===== src/rtl/clock_pkg.sv =====
// Shared constants and helpers for the alarm-clock digit counters.
package clock_pkg;

  localparam int unsigned SEC_MAX  = 59;
  localparam int unsigned MIN_MAX  = 59;
  localparam int unsigned HR12_MIN = 1;
  localparam int unsigned HR12_MAX = 12;
  localparam int unsigned HR24_MAX = 23;
  localparam int unsigned DIGIT_W  = 4;

  // Number of decimal digits needed to show values up to max (at least one).
  function automatic int unsigned bcd_digits(input int unsigned max);
    int unsigned n;
    int unsigned v;
    n = 1;
    v = max;
    while (v >= 10) begin
      v = v / 10;
      n++;
    end
    return n;
  endfunction

endpackage


===== src/rtl/mod_counter_bin2bcd.sv =====
// Combinational double-dabble binary to packed-BCD converter.
module bin2bcd
  import clock_pkg::*;
#(
  parameter int unsigned WIDTH  = 4,
  parameter int unsigned DIGITS = 2
) (
  input  logic [WIDTH-1:0]          bin,
  output logic [DIGIT_W*DIGITS-1:0] bcd
);

  localparam int unsigned BCD_W = DIGIT_W * DIGITS;

  logic [BCD_W-1:0] acc;

  // Adjust each digit before shifting in the next binary bit, MSB first.
  always_comb begin
    acc = '0;
    for (int unsigned i = 0; i < WIDTH; i++) begin
      for (int unsigned d = 0; d < DIGITS; d++) begin
        if (acc[DIGIT_W*d +: DIGIT_W] >= DIGIT_W'(5))
          acc[DIGIT_W*d +: DIGIT_W] = acc[DIGIT_W*d +: DIGIT_W] + DIGIT_W'(3);
      end
      acc = {acc[BCD_W-2:0], bin[WIDTH-1-i]};
    end
  end

  assign bcd = acc;

endmodule


===== src/rtl/mod_counter.sv =====
// Parametrised modulo digit counter with clamped load and cascade carry/borrow.
// Optional registered BCD output when MOD_COUNTER_BCD_EN is defined.
module mod_counter
  import clock_pkg::*;
#(
  parameter int unsigned WIDTH     = 4,
  parameter int unsigned MIN       = 0,
  parameter int unsigned MAX       = 9,
  parameter int unsigned RESET_VAL = 0
) (
  input  logic             Clk,
  input  logic             Clr,
  input  logic             Enable,
  input  logic             LD,
  input  logic [WIDTH-1:0] LD_VAL,
  input  logic             Up,
  input  logic             Down,
  output logic [WIDTH-1:0] COUNT,
  output logic             CARRY,
  output logic             BORROW,
`ifdef MOD_COUNTER_BCD_EN
  output logic             LD_ERR,
  output logic [DIGIT_W*bcd_digits(MAX)-1:0] BCD_OUT
`else
  output logic             LD_ERR
`endif
);

  localparam logic [WIDTH:0]   MAX_X = (WIDTH+1)'(MAX);
  localparam logic [WIDTH-1:0] MIN_W = WIDTH'(MIN);
  localparam logic [WIDTH-1:0] MAX_W = WIDTH'(MAX);
  localparam logic [WIDTH-1:0] RST_W = WIDTH'(RESET_VAL);

  logic [WIDTH:0]   cnt_x;
  logic [WIDTH:0]   ld_x;
  logic [WIDTH-1:0] cnt_inc;
  logic [WIDTH-1:0] cnt_dec;
  logic             cnt_lo;
  logic             cnt_hi;
  logic             ld_lo;
  logic             ld_hi;
  logic             at_min;
  logic             at_max;
  logic [WIDTH-1:0] count_nxt;
  logic             err_nxt;

  // Range checks carry one spare bit so MAX = 2^WIDTH-1 compares correctly.
  assign cnt_x   = {1'b0, COUNT};
  assign ld_x    = {1'b0, LD_VAL};
  assign cnt_hi  = cnt_x > MAX_X;
  assign ld_hi   = ld_x > MAX_X;
  assign cnt_inc = COUNT + WIDTH'(1);
  assign cnt_dec = COUNT - WIDTH'(1);
  assign at_min  = COUNT == MIN_W;
  assign at_max  = COUNT == MAX_W;

  generate
    if (MIN == 0) begin : g_min_zero
      assign cnt_lo = 1'b0;
      assign ld_lo  = 1'b0;
    end else begin : g_min_nonzero
      assign cnt_lo = cnt_x < (WIDTH+1)'(MIN);
      assign ld_lo  = ld_x < (WIDTH+1)'(MIN);
    end
  endgenerate

  always_comb begin
    count_nxt = COUNT;
    err_nxt   = 1'b0;
    if (Enable) begin
      if (LD) begin
        if (ld_hi) begin
          count_nxt = MAX_W;
          err_nxt   = 1'b1;
        end else if (ld_lo) begin
          count_nxt = MIN_W;
          err_nxt   = 1'b1;
        end else begin
          count_nxt = LD_VAL;
        end
      end else if (Up && !Down) begin
        // An out-of-range count recovers to MIN on an up step.
        count_nxt = (at_max || cnt_hi || cnt_lo) ? MIN_W : cnt_inc;
      end else if (Down && !Up) begin
        count_nxt = (at_min || cnt_lo || cnt_hi) ? MAX_W : cnt_dec;
      end
    end
  end

  always_ff @(posedge Clk or negedge Clr) begin
    if (!Clr) begin
      COUNT  <= RST_W;
      LD_ERR <= 1'b0;
    end else begin
      COUNT  <= count_nxt;
      LD_ERR <= err_nxt;
    end
  end

  assign CARRY  = Enable & Up & ~Down & ~LD & at_max;
  assign BORROW = Enable & Down & ~Up & ~LD & at_min;

`ifdef MOD_COUNTER_BCD_EN
  localparam int unsigned DIGITS = bcd_digits(MAX);
  localparam int unsigned BCD_W  = DIGIT_W * DIGITS;

  function automatic logic [BCD_W-1:0] to_bcd(input int unsigned val);
    logic [BCD_W-1:0] r;
    int unsigned      v;
    r = '0;
    v = val;
    for (int unsigned d = 0; d < DIGITS; d++) begin
      r[DIGIT_W*d +: DIGIT_W] = DIGIT_W'(v % 10);
      v = v / 10;
    end
    return r;
  endfunction

  localparam logic [BCD_W-1:0] BCD_RST = to_bcd(RESET_VAL);

  logic [BCD_W-1:0] bcd_nxt;

  bin2bcd #(
    .WIDTH  (WIDTH),
    .DIGITS (DIGITS)
  ) u_bin2bcd (
    .bin (COUNT),
    .bcd (bcd_nxt)
  );

  always_ff @(posedge Clk or negedge Clr) begin
    if (!Clr) BCD_OUT <= BCD_RST;
    else      BCD_OUT <= bcd_nxt;
  end
`endif

endmodule


===== config.mk =====
export PLATFORM = sky130hd
export DESIGN_NAME = mod_counter
export DESIGN_NICKNAME = d
export VERILOG_FILES = /design/src/rtl/clock_pkg.sv /design/src/rtl/mod_counter_bin2bcd.sv /design/src/rtl/mod_counter.sv
export SDC_FILE = /design/constraint.sdc
export NUM_CORES = 1
export LEC_CHECK = 0
export ABC_AREA = 1
export CORE_AREA = 2 2 39 41
export CTS_CLUSTER_SIZE = 10
export DETAILED_ROUTE_END_ITERATION = 10
export DIE_AREA = 0 0 41 43
export GPL_TIMING_DRIVEN = 0
export PLACE_DENSITY = 0.7
export RECOVER_POWER = 25
export SYNTH_ARGS = -nofsm -noshare
export SYNTH_HDL_FRONTEND = slang
export SYNTH_HIERARCHICAL = 1
export SYNTH_SLANG_ARGS = --single-unit

===== constraint.sdc =====
create_clock -name Clk -period 3.9 [get_ports Clk]
set_clock_uncertainty 0.05 [all_clocks]
set_input_delay 0.78 -clock Clk [delete_from_list [all_inputs] [get_ports Clk]]
set_output_delay 0.78 -clock Clk [all_outputs]
set_load 0.02 [all_outputs]

After elaboration in Yosys (flattened, before gate mapping)
Cells that the tools add are included.
{"block": "word_totals", "regBits": 5, "inputBits": 10, "out_inout_bits": 7, "elab_cells": 36}
{"block": "classes", "addsub": 2, "magnitude_cmp": 2, "eq_ne": 1, "mux": 9, "bitwise_logic": 11, "n_reduce_logical": 9}
{"operator": "4-bit 2-to-1 mux", "n": 6}
{"operator": "1-bit bitwise AND", "n": 8}
{"operator": "4-bit > comparator (second input constant)", "n": 2}
{"operator": "4-bit by 1-bit adder with 4-bit output (second input constant)", "n": 1}
{"operator": "4-bit equality test (second input constant)", "n": 1}
{"operator": "4-bit zero test", "n": 1}
{"operator": "4-bit by 1-bit subtractor with 4-bit output (second input constant)", "n": 1}
{"operator": "1-bit 2-to-1 mux", "n": 3}
{"operator": "1-bit inverter", "n": 3}
{"operator": "3-bit nonzero test", "n": 1}
{"operator": "1-bit logical AND", "n": 2}
{"operator": "1-bit zero test", "n": 2}
{"operator": "1-bit logical OR", "n": 2}
{"operator": "2-bit AND reduction", "n": 1}

Logic depth before layout (Yosys ltp)
{"block": "logic_depth", "depth_word": 6, "ltp_mapped": 10, "depth_no_buf": 10}

Least setup slack after synthesis
OpenSTA, ideal clock, no wires.
{"block": "synth_timing", "path_type": "in2out", "start": "input Down", "end": "output CARRY", "t_arrival_ns": 1.439, "slack_ns": 1.631, "path_stages": 3, "n_path_buf": 0, "path_cell_list": "inv_1 > nand2_2 > nor3_1"}
{"block": "synth_via", "elab_chain_len": 4}
{"item": "start, declared", "line": "mod_counter.sv:17", "text": "input logic Down,"}
{"item": "1-bit inverter", "line": "mod_counter.sv:100", "text": "assign CARRY = Enable & Up & ~Down & ~LD & at_max;"}
{"item": "1-bit bitwise AND (3 in a row)", "line": "mod_counter.sv:100"}
{"item": "end, declared", "line": "mod_counter.sv:19", "text": "output logic CARRY,"}
No other way between the ends.

Final worst setup path
{"block": "layout_timing", "start": "input LD", "end": "output BORROW"}
{"block": "layout_via", "elab_chain_len": 3}
{"item": "start, declared", "line": "mod_counter.sv:14", "text": "input logic LD,"}
{"item": "1-bit inverter", "line": "mod_counter.sv:101", "text": "assign BORROW = Enable & Down & ~Up & ~LD & at_min;"}
{"item": "1-bit bitwise AND (2 in a row)", "line": "mod_counter.sv:101"}
{"item": "end, declared", "line": "mod_counter.sv:20", "text": "output logic BORROW,"}
No other way between the ends.

==> metrics.yaml <==
run_status:
  status: "completed"
clock_tree:
  clk_path_buf_depth: 2
  cts-root-buf: "clkbuf_4"
  clock_sinks: 5
  insertion_delay_ns: 0.24
  h-tree-depth: 1
  cts_hold_buffers: 0
  clk_pin_slew_worst_paths_ns: 0.04
  postCtsResizedCells: 0
  cts_tree: "yes"
  post-cts-setup-buffers: 0
  numCtsBuffers: 3
sta:
  period_minus_slack_ns: 3.15
  min_period_over_period: 0.807
  final_max_slew_viol_count: 0
  relSlewSlack: 0.803
  final-hold-violation-count: 0
  finalSetupViolCount: 0
  max_freq_ghz: 0.318
  fin_tns_setup_ns: 0
  rsz0062_at_grt: "false"
  tightestPinTransition_ns: 0.295
critical_path:
  crit_fanout: 6
  cpMostUsedCell: "clkdlybuf4s50_1"
  cp-end-kind: "output pin"
  cp.required_ns: 3.07
  r2r_cells: 10
  path_buf_inv: 3
  cp_data_arrival_time_ns: 2.32
  rr_startpoint: "COUNT[0]"
  startpoint_type: "primary input"
  path_delay_family: "buffers and inverters"
  cp_slowest_stage_delay_ns: 0.63
  reg2reg_slack_ns: 2.26
  startpoint: "LD"
  worst_path_max_delay_cell: "clkdlybuf4s50_1"
  crit_chain: "clkdlybuf4s50_1 -> inv_2 -> nand2_1 -> nor3_1 -> clkdlybuf4s50_1"
  criticalPathCategory: "in2out"
  reg2reg_to: "COUNT[2]"
logic_synthesis:
  synth-seq-cells: 5
  yosysWarnings: 6
  synth_top_area_frac: 0.243
  yosysTopAreaCell: "dfrtp_1"
  synth_area_leaders: "dfrtp_1, nand2_1, ha_1"
  yosysSeqAreaShare: 0.243
  synth_top_flop_cell: "dfrtp_1"
  synth_area_per_cell_um2: 6.87
  netlist_top_cells_count: "nand2_1, inv_1, nand3_1, dfrtp_1, o21ai_1"
  async_flop_share: 1.00
  yosysMostFrequentCell: "nand2_1"
  syn-num-nets: 89
  netlist_instances: 75
  netlist_area_um2: 515
  synth_edf_count: 0
  yosysUniqueCellTypes: 20
global_route:
  grt_usage: 0.137
  grt_overflow_total: 0
  grt_max_degree: 9
  antenna_found_initial: 0
  grt_pass1_wl_mm: 1.66
  first_global_vias: 422
power:
  power_frac_comb: 0.515
  p_sw_mw: 0.114
  power.density_nw_per_um2: 381
  netSwitchingFraction: 0.412
  pwr-share-seq: 0.275
  power.internal_mw: 0.162
  power_leakage_nw: 0.344
  peakVddDrop_mv: 0.342
  pwr-share-clk: 0.211
hold_path:
  hold_class: "reg2reg"
  hold_path.startpoint: "COUNT[1]"
  min_to: "COUNT[1]"
  hold_depth: 2
floorplanning:
  core_um2: 1380
  num_rows: 14
  pin_count: 17
  initial_core_util: 0.373
  die_area_um2: 1760
  die_h_um: 43
  die_width_um: 41
route:
  drtPass1Iterations: 2
  vias_per_cell: 4.61
  wl_mm: 1.07
  ant_nets: 0
  drc: 0
  initialDrtViolationCount: 7
  vias: 512
  routedWlPerCell_um: 9.61
finish:
  nets: 110
  syn2layout_area_growth_pct: 40.0
  instances_no_fill: 111
  drive_above_1_share: 0.168
  num_antenna_cells: 0
place:
  io_buffers: 16
  gp_congestion: 0.773
  place_hpwl_um: 861
  placedCellCount: 107
flow_run:
  drv_cap: 0
-- cell type report --
class	instances	area (um^2)
fill	135	662
buffer	1	11.3
multi-input combinational	58	333
tap	16	20.0
timing repair buffer	16	160
inverter	11	46.3
sequential	5	125
clock buffer	4	26.3
-- worst max-delay path by stage --
stage	to	slack, ns	cells after the start
after floorplan	CARRY	1.63	3
after global placement	BORROW	0.77	5
after detailed placement	BORROW	0.74	5
after CTS	BORROW	0.75	5
after global routing	BORROW	0.67	5
final	BORROW	0.75	5
-- registers in the layout, summed over array words and instances (netlist names) --
| register | flops |
|---|---|
| COUNT | 4 |
| LD_ERR | 1 |
-- layer usage --
metal / vias to the layer above / share of wire / global-route usage
li1: 290 / - / -
met3: 0 / 0.036 / 0.0471
met4: 0 / 0 / 0.0200
met1: 212 / 0.49 / 0.186
met2: 10 / 0.48 / 0.209
met5: - / 0 / 0
-- power groups by stage --
stage,Sequential [mW],Clock [mW],Combinational [mW]
after floorplan,0.0840,0,0.0883
after global placement,0.0765,0,0.141
after detailed placement,0.0766,0,0.141
after CTS,0.0760,0.0605,0.142
after global routing,0.0778,0.0625,0.158
final,0.0756,0.0580,0.142
-- logic make-up (layout without fill, tap and decap cells) --
family                   Yosys count  in the layout  synth area share
buffers and inverters             12             32             0.112
adder cells (fa/ha/maj)            4              4            0.0971
flip-flops                         5              5             0.243
XOR/XNOR                           2              2            0.0340
AO/OA/AOI/OAI                     13             13             0.155
AND/OR/NAND/NOR                   39             39             0.359
-- per-stage QoR --
stage                      util  hold slack (ns)  instance area (um^2)  setup slack (ns)  total power, mW
final                     0.522            0.581                   722             0.753            0.275
after detailed placement  0.503            0.572                   696             0.743            0.218
after global placement    0.503            0.572                   696             0.766            0.217
after floorplan               -            0.434                   515              1.63            0.172
after CTS                 0.522            0.582                   722             0.748            0.279
after global routing      0.522            0.615                   722             0.669            0.298
-- layout by cell type (no fill, tap or decap), drive strengths merged --
cell / instances
buf: 1
nand3: 8
xor2: 2
clkdlybuf4s50: 15
o21ai: 5
a21oi: 5
inv: 11
nor3b: 1
nand2: 22
a31oi: 3
nor3: 2
dfrtp: 5
nand4: 2
nor2: 4
clkbuf: 4
dlygate4sd3: 1
ha: 4
-- worst register-to-register path: cells and delay by family (launching register included) --
family	cells	cell delay, ns
buf+inv	1	0.17
fa+ha+maj	1	0.22
simple gates	6	0.47
compound gates	2	0.20
flops	1	0.47
Note: power is estimated with default switching activity, not from simulation.
